$ cat config.mk
export PLATFORM = sky130hd
export DESIGN_NAME = video_pattern_src
export DESIGN_NICKNAME = d
export VERILOG_FILES = /design/src/rtl/video_pattern_pkg.sv /design/src/rtl/video_pattern_pixel.sv /design/src/rtl/video_pattern_src.sv
export SDC_FILE = /design/constraint.sdc
export NUM_CORES = 1
export LEC_CHECK = 0
export BUFFER_PORTS_ARGS = -buffer_cell sky130_fd_sc_hd__buf_2
export CAP_MARGIN = 20
export CORE_AREA = 2 2 95 97
export CTS_BUF_LIST = sky130_fd_sc_hd__clkbuf_4
export DETAILED_ROUTE_END_ITERATION = 8
export DIE_AREA = 0 0 97 99
export MAX_ROUTING_LAYER = met4
export PLACE_DENSITY = 0.88
export SYNTH_ARGS = -nofsm -noshare
export SYNTH_HDL_FRONTEND = slang
export SYNTH_SLANG_ARGS = --single-unit
$ cat constraint.sdc
create_clock -name i_clk -period 3.53 [get_ports i_clk]
set_input_delay 0.706 -clock i_clk [delete_from_list [all_inputs] [get_ports i_clk]]
set_output_delay 0.706 -clock i_clk [all_outputs]
set_load 0.005 [all_outputs]
$ cat src/rtl/video_pattern_pkg.sv
// Shared pattern codes, colour constants and FSM state type for the video pattern source.
// Colours are packed {B,G,R}, matching the AXI4-Stream video data layout.
package video_pattern_pkg;

    localparam logic [1:0] PAT_BARS  = 2'd0;
    localparam logic [1:0] PAT_CHECK = 2'd1;
    localparam logic [1:0] PAT_RAMP  = 2'd2;
    localparam logic [1:0] PAT_SOLID = 2'd3;

    localparam logic [23:0] COL_WHITE   = 24'hFFFFFF;
    localparam logic [23:0] COL_YELLOW  = 24'h00FFFF;
    localparam logic [23:0] COL_CYAN    = 24'hFFFF00;
    localparam logic [23:0] COL_GREEN   = 24'h00FF00;
    localparam logic [23:0] COL_MAGENTA = 24'hFF00FF;
    localparam logic [23:0] COL_RED     = 24'h0000FF;
    localparam logic [23:0] COL_BLUE    = 24'hFF0000;
    localparam logic [23:0] COL_BLACK   = 24'h000000;

    typedef enum logic [1:0] {
        IDLE   = 2'd0,
        ACTIVE = 2'd1,
        GAP    = 2'd2
    } state_e;

    function automatic logic [23:0] bar_color(input logic [2:0] idx);
        logic [23:0] col;
        case (idx)
            3'd0:    col = COL_WHITE;
            3'd1:    col = COL_YELLOW;
            3'd2:    col = COL_CYAN;
            3'd3:    col = COL_GREEN;
            3'd4:    col = COL_MAGENTA;
            3'd5:    col = COL_RED;
            3'd6:    col = COL_BLUE;
            default: col = COL_BLACK;
        endcase
        return col;
    endfunction

endpackage

$ cat src/rtl/video_pattern_pixel.sv
// Combinational pixel colour for one (x,y) of the selected test pattern.
// With VIDEO_PATTERN_SRC_MOVING_BAR_EN defined, an 8-pixel white bar at i_bar_pos overlays all patterns.
module video_pattern_pixel
    import video_pattern_pkg::*;
#(
    parameter int unsigned CHECK_SHIFT = 5
) (
    input  logic [1:0]  i_pattern,
    input  logic [2:0]  i_bar_idx,
    input  logic [11:0] i_x,
    input  logic [11:0] i_y,
    input  logic [23:0] i_solid,
`ifdef VIDEO_PATTERN_SRC_MOVING_BAR_EN
    input  logic [11:0] i_bar_pos,
`endif
    output logic [23:0] o_data
);

    logic [23:0] w_color;
    logic        w_unused;

    // Only selected coordinate bits feed the colour math.
    assign w_unused = ^{i_x, i_y};

    always_comb begin
        w_color = COL_BLACK;
        case (i_pattern)
            PAT_BARS:  w_color = bar_color(i_bar_idx);
            PAT_CHECK: w_color = (i_x[CHECK_SHIFT] ^ i_y[CHECK_SHIFT]) ? COL_WHITE : COL_BLACK;
            PAT_RAMP:  w_color = {3{i_x[10:3]}};
            default:   w_color = i_solid;
        endcase
`ifdef VIDEO_PATTERN_SRC_MOVING_BAR_EN
        if (i_x >= i_bar_pos && i_x <= i_bar_pos + 12'd7) begin
            w_color = COL_WHITE;
        end
`endif
    end

    assign o_data = w_color;

endmodule

$ cat src/rtl/video_pattern_src.sv
// AXI4-Stream test-frame source: colour bars, checker, grey ramp or solid colour, with backpressure.
// Optional moving white bar overlay enabled by defining VIDEO_PATTERN_SRC_MOVING_BAR_EN.
module video_pattern_src
    import video_pattern_pkg::*;
#(
    parameter int unsigned H_ACTIVE    = 1366,
    parameter int unsigned V_ACTIVE    = 768,
    parameter int unsigned BAR_WIDTH   = 171,
    parameter int unsigned CHECK_SHIFT = 5,
    parameter int unsigned FRAME_GAP   = 0
) (
    input  logic        i_clk,
    input  logic        i_reset_n,
    input  logic        i_enable,
    input  logic [1:0]  i_pattern_sel,
    input  logic [23:0] i_solid_color,
    output logic [23:0] o_m_axis_video_data,
    output logic        o_m_axis_video_valid,
    input  logic        i_m_axis_video_ready,
    output logic        o_m_axis_video_last,
    output logic        o_m_axis_video_user,
    output logic        o_busy,
    output logic        o_frame_done,
    output logic [7:0]  o_frame_cnt
);

    localparam logic [11:0] X_LAST   = 12'(H_ACTIVE - 1);
    localparam logic [11:0] Y_LAST   = 12'(V_ACTIVE - 1);
    localparam logic [11:0] BAR_LAST = 12'(BAR_WIDTH - 1);
    localparam int unsigned GAP_W    = (FRAME_GAP > 1) ? $clog2(FRAME_GAP) : 1;
    localparam logic [GAP_W-1:0] GAP_INIT = GAP_W'((FRAME_GAP > 0) ? FRAME_GAP - 1 : 0);

    state_e            r_state, w_state_d;
    logic [11:0]       r_x, w_x_d;
    logic [11:0]       r_y, w_y_d;
    logic [2:0]        r_bar_idx, w_bar_idx_d;
    logic [11:0]       r_bar_px, w_bar_px_d;
    logic [1:0]        r_pattern, w_pattern_d;
    logic [23:0]       r_solid, w_solid_d;
    logic [GAP_W-1:0]  r_gap_cnt, w_gap_cnt_d;
    logic              r_valid, w_valid_d;
    logic [23:0]       r_data, w_data_d;
    logic              r_last, w_last_d;
    logic              r_user, w_user_d;
    logic              r_busy, w_busy_d;
    logic              r_frame_done, w_frame_done_d;
    logic [7:0]        r_frame_cnt, w_frame_cnt_d;
`ifdef VIDEO_PATTERN_SRC_MOVING_BAR_EN
    localparam logic [11:0] BAR_POS_MAX = 12'(H_ACTIVE - 8);
    logic [11:0]       r_bar_pos, w_bar_pos_d;
`endif

    logic        w_fire;
    logic        w_eol;
    logic        w_eof;
    logic        w_start;
    logic        w_advance;
    logic        w_load;
    logic [23:0] w_pixel;

    assign w_fire = r_valid & i_m_axis_video_ready;
    assign w_eol  = (r_x == X_LAST);
    assign w_eof  = w_eol & (r_y == Y_LAST);
    assign w_load = w_start | w_advance;

    always_comb begin
        w_state_d      = r_state;
        w_x_d          = r_x;
        w_y_d          = r_y;
        w_bar_idx_d    = r_bar_idx;
        w_bar_px_d     = r_bar_px;
        w_pattern_d    = r_pattern;
        w_solid_d      = r_solid;
        w_gap_cnt_d    = r_gap_cnt;
        w_valid_d      = r_valid;
        w_busy_d       = r_busy;
        w_frame_done_d = 1'b0;
        w_frame_cnt_d  = r_frame_cnt;
        w_start        = 1'b0;
        w_advance      = 1'b0;
`ifdef VIDEO_PATTERN_SRC_MOVING_BAR_EN
        w_bar_pos_d    = r_bar_pos;
`endif
        case (r_state)
            IDLE: begin
                if (i_enable) w_start = 1'b1;
            end
            ACTIVE: begin
                if (w_fire && w_eof) begin
                    w_frame_done_d = 1'b1;
                    w_frame_cnt_d  = r_frame_cnt + 8'd1;
`ifdef VIDEO_PATTERN_SRC_MOVING_BAR_EN
                    w_bar_pos_d = (r_bar_pos + 12'd4 > BAR_POS_MAX) ? 12'd0 : r_bar_pos + 12'd4;
`endif
                    if (FRAME_GAP == 0 && i_enable) begin
                        w_start = 1'b1;
                    end else begin
                        w_valid_d   = 1'b0;
                        w_busy_d    = 1'b0;
                        w_x_d       = 12'd0;
                        w_y_d       = 12'd0;
                        w_gap_cnt_d = GAP_INIT;
                        w_state_d   = (FRAME_GAP == 0) ? IDLE : GAP;
                    end
                end else if (w_fire) begin
                    w_advance = 1'b1;
                    if (w_eol) begin
                        w_x_d       = 12'd0;
                        w_y_d       = r_y + 12'd1;
                        w_bar_idx_d = 3'd0;
                        w_bar_px_d  = 12'd0;
                    end else begin
                        w_x_d = r_x + 12'd1;
                        // Bar index tracks x without a divider; it sticks at the last bar.
                        if (r_bar_px == BAR_LAST) begin
                            w_bar_px_d = 12'd0;
                            if (r_bar_idx != 3'd7) w_bar_idx_d = r_bar_idx + 3'd1;
                        end else begin
                            w_bar_px_d = r_bar_px + 12'd1;
                        end
                    end
                end
            end
            GAP: begin
                if (r_gap_cnt == '0) w_state_d = IDLE;
                else                 w_gap_cnt_d = r_gap_cnt - 1'b1;
            end
            default: w_state_d = IDLE;
        endcase

        if (w_start) begin
            w_state_d   = ACTIVE;
            w_pattern_d = i_pattern_sel;
            w_solid_d   = i_solid_color;
            w_x_d       = 12'd0;
            w_y_d       = 12'd0;
            w_bar_idx_d = 3'd0;
            w_bar_px_d  = 12'd0;
            w_valid_d   = 1'b1;
            w_busy_d    = 1'b1;
        end
    end

    // Beat payload is computed from the next coordinates so it is registered alongside them.
    always_comb begin
        w_data_d = r_data;
        w_last_d = r_last;
        w_user_d = r_user;
        if (w_load) begin
            w_data_d = w_pixel;
            w_last_d = (w_x_d == X_LAST);
            w_user_d = w_start;
        end else if (!w_valid_d) begin
            w_last_d = 1'b0;
            w_user_d = 1'b0;
        end
    end

    video_pattern_pixel #(
        .CHECK_SHIFT(CHECK_SHIFT)
    ) u_pixel (
        .i_pattern (w_pattern_d),
        .i_bar_idx (w_bar_idx_d),
        .i_x       (w_x_d),
        .i_y       (w_y_d),
        .i_solid   (w_solid_d),
`ifdef VIDEO_PATTERN_SRC_MOVING_BAR_EN
        .i_bar_pos (w_bar_pos_d),
`endif
        .o_data    (w_pixel)
    );

    always_ff @(posedge i_clk or negedge i_reset_n) begin
        if (!i_reset_n) begin
            r_state      <= IDLE;
            r_x          <= '0;
            r_y          <= '0;
            r_bar_idx    <= '0;
            r_bar_px     <= '0;
            r_pattern    <= '0;
            r_solid      <= '0;
            r_gap_cnt    <= '0;
            r_valid      <= 1'b0;
            r_data       <= '0;
            r_last       <= 1'b0;
            r_user       <= 1'b0;
            r_busy       <= 1'b0;
            r_frame_done <= 1'b0;
            r_frame_cnt  <= '0;
`ifdef VIDEO_PATTERN_SRC_MOVING_BAR_EN
            r_bar_pos    <= '0;
`endif
        end else begin
            r_state      <= w_state_d;
            r_x          <= w_x_d;
            r_y          <= w_y_d;
            r_bar_idx    <= w_bar_idx_d;
            r_bar_px     <= w_bar_px_d;
            r_pattern    <= w_pattern_d;
            r_solid      <= w_solid_d;
            r_gap_cnt    <= w_gap_cnt_d;
            r_valid      <= w_valid_d;
            r_data       <= w_data_d;
            r_last       <= w_last_d;
            r_user       <= w_user_d;
            r_busy       <= w_busy_d;
            r_frame_done <= w_frame_done_d;
            r_frame_cnt  <= w_frame_cnt_d;
`ifdef VIDEO_PATTERN_SRC_MOVING_BAR_EN
            r_bar_pos    <= w_bar_pos_d;
`endif
        end
    end

    assign o_m_axis_video_data  = r_data;
    assign o_m_axis_video_valid = r_valid;
    assign o_m_axis_video_last  = r_last;
    assign o_m_axis_video_user  = r_user;
    assign o_busy               = r_busy;
    assign o_frame_done         = r_frame_done;
    assign o_frame_cnt          = r_frame_cnt;

endmodule

Word level (Yosys, flattened, before mapping)
Cells that the tools add are included.
- reductions and logical operators: 16
- $add $sub $neg: 6
- equality and inequality tests: 25
- bitwise logic cells: 4
- mux-type cells: 56
- operators with widths (cell ; number):
    $mux 12 ; 18
    $pmux 24 s7 ; 1
    $pmux 24 s3 ; 1
    $mux 24 ; 2
    $add 12x1->12 const B ; 3
    $eq 12x11->1 const B ; 2
    $mux 3 ; 7
    $mux 1 ; 19
    $ne 3x3->1 const B ; 5
    $eq 12x10->1 const B ; 1
    $eq 12x8->1 const B ; 1
    $mux 2 ; 5
    $eq 3x3->1 const B ; 3
    $reduce_and 3->1 ; 3
    $add 8x1->8 const B ; 1
    $ne 2x2->1 const B ; 4
    $reduce_and 4->1 ; 2
    $reduce_bool 2->1 ; 4
    $eq 3x2->1 const B ; 2
    $pmux 2 s3 ; 1
    $reduce_bool 3->1 ; 2
    $eq 2x1->1 const B ; 2
    $eq 2x2->1 const B ; 2
    $logic_not 2->1 ; 2
    11 further kinds ; 14
- word-level logic and storage cells: 123
- output and inout bits: 37
- bits in registers: 105
- bits of input ports: 30

Logic depth before layout (Yosys ltp)
Gate-level depths: netlist of the first run.
- depth after elaboration: 11
- mapped depth: 11
- depth with buffers taken out: 9

Modules after synthesis
A second synthesis of the first run with hierarchy kept.
- cells, all modules: 593
- area, all modules: 5217.5 um2
- by module, submodules not included (module ; times used ; area each (um2) ; cells each):
    video_pattern_src ; 1 ; 4825.9 ; 524
    video_pattern_pixel ; 1 ; 391.6 ; 69

Worst setup path after synthesis of the first run
Ideal clock, no wire load.
- path kind: input to register
- start point: input port i_enable
- end point: register r_data[15] (netlist: o_m_axis_video_data[15])
- stages: 7
- required time: 3426 ps
- arrival time: 2560 ps
- path slack: 866 ps
- library setup time: 104 ps
- buffers on the path: 3
- cell sequence: clkbuf_1 nor2b_1 a31oi_1 buf_2 buf_1 mux2i_1 a221oi_1
- longest elaborated chain between the ends: 7
- elaborated cells between the ends (all ways): 29
- RTL lines (element ; RTL line ; source):
    start: declaration ; video_pattern_src.sv:14 ; input logic i_enable,
    $mux 1 / $mux 12 (equally long branches) ; video_pattern_src.sv:86, video_pattern_src.sv:95 ;
    $mux 1 / $mux 12 (equally long branches) ; video_pattern_src.sv:89 ; if (w_fire && w_eof) begin
    $pmux 1 s2 / $mux 12 (equally long branches) ; video_pattern_src.sv:84 ; case (r_state)
    $mux 3 / $mux 12 (equally long branches) ; video_pattern_src.sv:131 ; if (w_start) begin
    $eq 3x3->1, or another cell as far along ; video_pattern_pkg.sv:27 ; case (idx)
    $pmux 24 s7 / $mux 24 (equally long branches) ; video_pattern_pkg.sv:27, video_pattern_pixel.sv:29 ;
    $pmux 24 s3 ; video_pattern_pixel.sv:27 ; case (i_pattern)
    end signal: assignment ; video_pattern_src.sv:203 ; r_data <= w_data_d;
    end: declaration ; video_pattern_src.sv:42 ; logic [23:0] r_data, w_data_d;
Several ways; a longest one is shown, not always the timed one. The select of a mux whose other input is x is not followed.
A chain may end at the register's enable or synchronous reset.

Final worst setup path of the first run
- start point: register r_y[0]
- end point: register r_data[19] (netlist: o_m_axis_video_data[19])
- longest elaborated chain between the ends: 9
- elaborated cells between the ends (all ways): 36
- RTL lines (element ; RTL line ; source):
    start: declaration ; video_pattern_src.sv:35 ; logic [11:0] r_y, w_y_d;
    start signal: assignment ; video_pattern_src.sv:196 ; r_y <= w_y_d;
    $add 12x1->12 / $eq 12x10->1 (equally long branches) ; video_pattern_src.sv:109, video_pattern_src.sv:63 ;
    $mux 12 / $and 1x1->1 (equally long branches) ; video_pattern_src.sv:107, video_pattern_src.sv:63 ;
    $mux 12 / $logic_and 1x1->1 (equally long branches) ; video_pattern_src.sv:105, video_pattern_src.sv:89 ;
    $mux 12, or another cell as far along ; video_pattern_src.sv:89 ;
    $mux 12, or another cell as far along ; video_pattern_src.sv:84 ;
    $mux 12 / $mux 3 (equally long branches) ; video_pattern_src.sv:131 ;
    $xor 1x1->1, or another cell as far along ; video_pattern_pixel.sv:29 ; PAT_CHECK: w_color = (i_x[CHECK_SHIFT] ^ i_y[CHECK_SHIFT]) ? COL_WHITE : COL_BLACK;
    $mux 24 / $pmux 24 s7 (equally long branches) ; video_pattern_pixel.sv:29, video_pattern_pkg.sv:27 ;
    $pmux 24 s3 ; video_pattern_pixel.sv:27 ;
Several ways; a longest one is shown, not always the timed one. The select of a mux whose other input is x is not followed.

==> qor.txt, run 1 <==
Maximum clock path buffer count - 2
Die X-Extent - 97 um
Via density - 6.21
Number of global-route vias before repair - 4,248
Worst slew margin - 52.0%
RD Place Congestion - 0.955
RSZ-0062 raised after global routing - no
Num ports - 67
Crit path capture type - register
Clock share of power - 22.0%
Max Slew Vio Count - 0
Final Skew - 17.7 ps
Worst path max stage delay - 630 ps
Die area - 9600 um^2
Predominant post-synthesis flop cell - dfrtp_1
Required time of the critical path - 3880 ps
EDFF count, synth - 0
Critical path arrival - 3450 ps
Final worst-path cycle share - 87.7%
Final Non-Filler Cells - 680
Design internal power - 1700 uW
Worst Setup SP - r_y[0]$_DFFE_PN0P_
Hold-fix buffers at CTS - 0
PortBufs - 66
DRC errors left - 0
Initial antenna violation count - 0
Reg clk slew, reported paths - 150 ps
Dpl cells - 665
Layout area overhead - 11.4%
Worst Setup Start Kind - register
Initial Util - 59.4%
Htree depth - 3
Share of cells above drive strength 1 - 20.1%
Row count - 34
Leak - 0.00284 uW
Crit-path cells - ha_1, nand4_1, nor3_2, a31oi_4, o21ai_1, a21oi_1, a221oi_1
Met3 GRT Util - 5.60%
Yosys warns - 0
Core Area - 8550 um^2
Top delay family on crit path - compound AO/OA/AOI/OAI gates
CTS tree - built
Mapped Cells - 499
GRT Resource Usage Total - 26.5%
Cts repair resizes - 0
Reg power frac - 57.9%
Root Buffer - clkbuf_4
Async SR Flop Fraction - 100%
Net Sw Frac - 33.2%
Post-synth cell types - 64
Initial DRC Count - 260
Worst path slowest cell - o21ai_1
Worst Path Buf+Inv - 0
GRT overflow - 0
Detailed Place HPWL - 8.70 mm
Num Clock Sinks - 102
NetSw - 847 uW
Outcome - finished, final reports clean
Clk_lat worst skew - 460 ps
Seq/Total Area, Yosys - 50.3%
Largest net degree at the start of global routing - 57
Reg2Reg Capture Point - o_m_axis_video_data[19]$_DFFE_PN0P_
Final hold violation count - 0
Routed len/inst - 17.3 um
Power density over the cells - 451 nW/um^2
Final setup vio count - 0
Synth Net Count - 536
Via Count - 4,226
# nets final - 605
GR peak layer - met2
Die H - 99 um
Routed Wire Length - 11.7 mm
Worst Path Max Fanout - 9
MaxCap Viol Count - 0
Register bit count reported by yosys - 102
Worst Reg-to-Reg Cells - 7
First-pass GRT wire length - 20.1 mm
Slew @ Worst Pin - 715 ps
Syn Std Cell Area - 5070 um^2
Setup bufs post-CTS - 0
Cts bufs inserted - 9
Worst ir drop on vdd - 348 uV
Critical path type - reg2reg
GR Util met2 - 44.0%
Hold Path Class - in2async
Syn Area/Cell - 10.2 um^2
GRT met1 Usage - 33.0%
Routed Antenna Nets - 0
Combinational Power Share - 20.0%
Setup_tns - 0 ps
R2R Setup Slk - 430 ps
1st-pass router iterations - 5
Worst r2r src - r_y[0]$_DFFE_PN0P_
Max Clk Rate - 323 MHz
Antenna Cells - 0
Period minus WS final - 3100 ps
worst max path at each step:
stage                                          endpoint  slack, ps  depth (start not counted)
finish              o_m_axis_video_data[19]$_DFFE_PN0P_        430                          7
detailed placement  o_m_axis_video_data[19]$_DFFE_PN0P_        410                          8
floorplan           o_m_axis_video_data[15]$_DFFE_PN0P_        870                          7
global route        o_m_axis_video_data[10]$_DFFE_PN0P_        190                          7
global placement    o_m_axis_video_data[19]$_DFFE_PN0P_        590                          8
CTS                 o_m_axis_video_data[15]$_DFFE_PN0P_        460                          8
flip-flops by register name, indices dropped and copies added, names as in the netlist:
signal	count
o_m_axis_video_valid	1
o_frame_done	1
r_y	12
o_m_axis_video_data	24
o_m_axis_video_user	1
r_bar_px	12
r_solid	24
o_frame_cnt	8
r_bar_idx	3
o_m_axis_video_last	1
o_busy	1
r_pattern	2
r_x	12
stage by stage:
stage / util (%) / cell area, um^2 / setup slack (ps) / total power, uW / hold slack, ps
finish: 66.1 / 5650 / 434 / 2550 / 259
global route: 66.1 / 5650 / 189 / 2690 / 287
CTS: 66.1 / 5650 / 457 / 2550 / 289
detailed placement: 64.6 / 5530 / 411 / 2000 / 470
global placement: 64.6 / 5530 / 590 / 1960 / 458
floorplan: - / 5070 / 866 / 1760 / 410
routing by layer:
layer  vias up  routed length [um]
met1      2051                4810
met4         0                 254
li1       1937                   -
met5         -                   0
met3        26                 829
met2       212                5860
placed cells by master, fill, tap and decap left out, types with 9 or more instances in the layout:
master / n
inv_1: 29
nand2_1: 46
clkbuf_4: 9
o21ai_0: 34
buf_4: 12
buf_2: 65
xnor2_1: 9
nand3_1: 15
nor2_1: 52
a221oi_1: 19
nand4_1: 12
mux2i_1: 29
a21oi_1: 12
and3_1: 15
dfrtp_1: 102
synth_stat cells, types with 5 or more instances:
cell type    n  area, um^2
clkbuf_1     6        22.5
nor2_1      52         195
nand2b_1     6        37.5
or3_1        7        43.8
a221oi_1    19         166
ha_1         7        87.6
buf_2        6        30.0
nand3_1     15        75.1
xor2_1       7        61.3
o21ai_0     34         170
nor3_1       6        30.0
and3_1      15        93.8
a221oi_2     5        75.1
dfrtp_1    102        2550
nand2_1     46         173
inv_1       29         109
mux2i_1     29         290
xnor2_1      9        78.8
a21oi_1     12        60.1
nand4_1     12        75.1
layout make-up:
class / count / area [um^2]
tap: 108 / 135
clock buffer: 9 / 67.6
fill: 645 / 2900
clock inverter: 6 / 56.3
sequential: 102 / 2550
timing repair buffer: 77 / 415
inverter: 29 / 109
multi-input combinational: 349 / 2320
cell families after synthesis:
logic type,Yosys count,share of synthesized area [%]
AND/OR/NAND/NOR,192,19.8
AO/OA/AOI/OAI,102,14.7
flip-flops,102,50.3
buffers and inverters,48,4.36
multiplexers,32,6.39
XOR/XNOR,16,2.76
adder cells (fa/ha/maj),7,1.73
power groups by stage:
| stage | clock network, uW | logic, uW | registers, uW |
|---|---|---|---|
| final | 562 | 510 | 1480 |
| after global routing | 623 | 570 | 1500 |
| after CTS | 568 | 510 | 1470 |
| after detailed placement | 0 | 513 | 1490 |
| after global placement | 0 | 477 | 1480 |
| after floorplan | 0 | 317 | 1450 |
worst register-to-register path: stages (launching register included):
cell and delay [ps]:
dfrtp_1 430, ha_1 220, nand4_1 280, nor3_2 570, a31oi_4 240, o21ai_1 630
a21oi_1 310, a221oi_1 330
Power figures use the tool's default switching activity.
==> run 2: changes to the inputs <==
- SETUP_SLACK_MARGIN: default -> 0.5
==> qor.txt, run 2 (synthesis gave the netlist of run 1 again) <==
CTS tree - built
Initial Util - 59.4% (unchanged)
Via density - 6.20 (-0.21%)
Worst slew margin - 53.7% (+1.7 points)
GR Util met2 - 44.0% (unchanged)
R2R Setup Slk - 650 ps (+220 ps)
Core Area - 8550 um^2 (unchanged)
GR peak layer - met2
Leak - 0.00288 uW (+1.3%)
Worst r2r src - r_y[8]$_DFFE_PN0P_
Hold Worst Slack - 261 ps (+2.20 ps)
Worst path max stage delay - 600 ps (-30 ps)
MaxCap Viol Count - 0 (unchanged)
Final hold violation count - 0 (unchanged)
Placement Setup Slack - 411 ps (unchanged)
Maximum clock path buffer count - 2 (unchanged)
Fillers - 634 (-1.7%)
Die H - 99 um (unchanged)
GRT met1 Usage - 33.0% (about the same)
Num ports - 67 (unchanged)
Setup_tns - 0 ps (unchanged)
1st-pass router iterations - 5 (unchanged)
Largest net degree at the start of global routing - 57 (unchanged)
Worst path slowest cell - or4b_4
Worst Path Max Fanout - 8 (-1)
Htree depth - 3 (unchanged)
Max Slew Vio Count - 0 (unchanged)
Reg2Reg Capture Point - o_m_axis_video_data[19]$_DFFE_PN0P_
Final worst-path cycle share - 81.5% (-6.2 points)
Row count - 34 (unchanged)
Seq. cell area - 2550 um^2 (unchanged)
Power density over the cells - 447 nW/um^2 (-0.80%)
Detailed Place HPWL - 8.70 mm (unchanged)
DRC errors left - 0 (unchanged)
Routed len/inst - 17.3 um (+0.31%)
Reg clk slew, reported paths - 150 ps (about the same)
Required time of the critical path - 3880 ps (about the same)
Area of the multi-input gates - 2330 um^2 (+0.70%)
Num Clock Sinks - 102 (unchanged)
Period minus WS final - 2880 ps (-219 ps)
Crit-path cells - or4b_4, or3_4, or4_4, o21a_1, nand2_8, a21oi_1, a221oi_1
Worst Setup Start Kind - register
Min setup slack post-route - 653 ps (+219 ps)
Initial antenna violation count - 0 (unchanged)
Worst Reg-to-Reg Cells - 7 (unchanged)
RSZ-0062 raised after global routing - no
Number of global-route vias before repair - 4,250 (+0.047%)
Via Count - 4,242 (+0.38%)
Critical path type - reg2reg
Cts bufs inserted - 9 (unchanged)
Hold Path Class - in2async
Commonest cells after routing, fill and taps aside - 102 x dfrtp_1, 65 x buf_2, 51 x nor2_1
Routed Antenna Nets - 0 (unchanged)
RD Place Congestion - 0.955 (unchanged)
Worst ir drop on vdd - 349 uV (+0.31%)
Crit path capture type - register
Die X-Extent - 97 um (unchanged)
Die area - 9600 um^2 (unchanged)
Max Clk Rate - 348 MHz (+7.6%)
Root Buffer - clkbuf_4
Post-route design area - 5700 um^2 (+0.82%)
Share of cells above drive strength 1 - 21.4% (+1.2 points)
Initial DRC Count - 299 (+15%)
Slew @ Worst Pin - 685 ps (-29.8 ps)
Placed cell areas - 5530 um^2 (unchanged)
# nets final - 609 (+0.66%)
Most common cell after layout, fill and taps aside - dfrtp_1
Outcome - finished, final reports clean
Met3 GRT Util - 5.60% (unchanged)
Worst Path Buf+Inv - 0 (unchanged)
Stages on worst setup path - 7 (unchanged)
Hold-fix buffers at CTS - 0 (unchanged)
Final setup vio count - 0 (unchanged)
Final Skew - 16.3 ps (-1.40 ps)
Critical path arrival - 3230 ps (-220 ps)
First-pass GRT wire length - 20.1 mm (about the same)
GRT overflow - 0 (unchanged)
PortBufs - 66 (unchanged)
Clk_lat worst skew - 460 ps (about the same)
Layout area overhead - 12.3%
Antenna Cells - 0 (unchanged)
Top delay family on crit path - simple AND/OR/NAND/NOR gates
GRT Resource Usage Total - 26.5% (about the same)
Routed Wire Length - 11.9 mm (+0.90%)
run 2: through the flow:
step                utilization [%]  total power, uW  cells
finish                         66.6             2550    684
global route                   66.6             2690    684
CTS                            66.2             2550    680
detailed placement             64.6             2000    665
global placement               64.6             1960    665
floorplan                         -             1760    499
run 2: timing repair:
action / 4_1_cts / 5_1_grt
pin swaps: 0 / 2
setup endpoints to repair: 7 / 24
gates resized for setup: 2 / 3
buffers inserted: 0 / 4
gates cloned: 0 / 0
run 2: worst max path at each step:
stage | startpoint | to
2_1_floorplan | i_enable | o_m_axis_video_data[15]$_DFFE_PN0P_
3_3_place_gp | i_m_axis_video_ready | o_m_axis_video_data[19]$_DFFE_PN0P_
3_5_place_dp | i_m_axis_video_ready | o_m_axis_video_data[19]$_DFFE_PN0P_
4_1_cts | r_x[1]$_DFF_PN0_ | o_m_axis_video_data[19]$_DFFE_PN0P_
5_1_grt | r_bar_px[4]$_DFFE_PN0P_ | o_m_axis_video_data[2]$_DFFE_PN0P_
6_report | r_y[8]$_DFFE_PN0P_ | o_m_axis_video_data[19]$_DFFE_PN0P_
run 2: power by group:
group	switching [uW]	total, uW	internal [uW]	leakage (uW)
sequential	147	1480	1330	0.00128
clock	406	560	155	0.0000660
combinational	294	512	219	0.00154
run 2: area by class of cell:
| class | count | area share [%] |
|---|---|---|
| sequential | 102 | 44.8 |
| multi-input combinational | 349 | 40.9 |
| timing repair buffer | 81 | 7.82 |
| tap | 108 | 2.37 |
| inverter | 29 | 1.91 |
| clock buffer | 9 | 1.19 |
| clock inverter | 6 | 0.988 |
run 2: metal layers:
layer | vias up | wire length [um]
met2 | 190 | 5820
met1 | 2082 | 5020
met4 | 0 | 233
met3 | 21 | 777
met5 | - | 0
li1 | 1949 | -
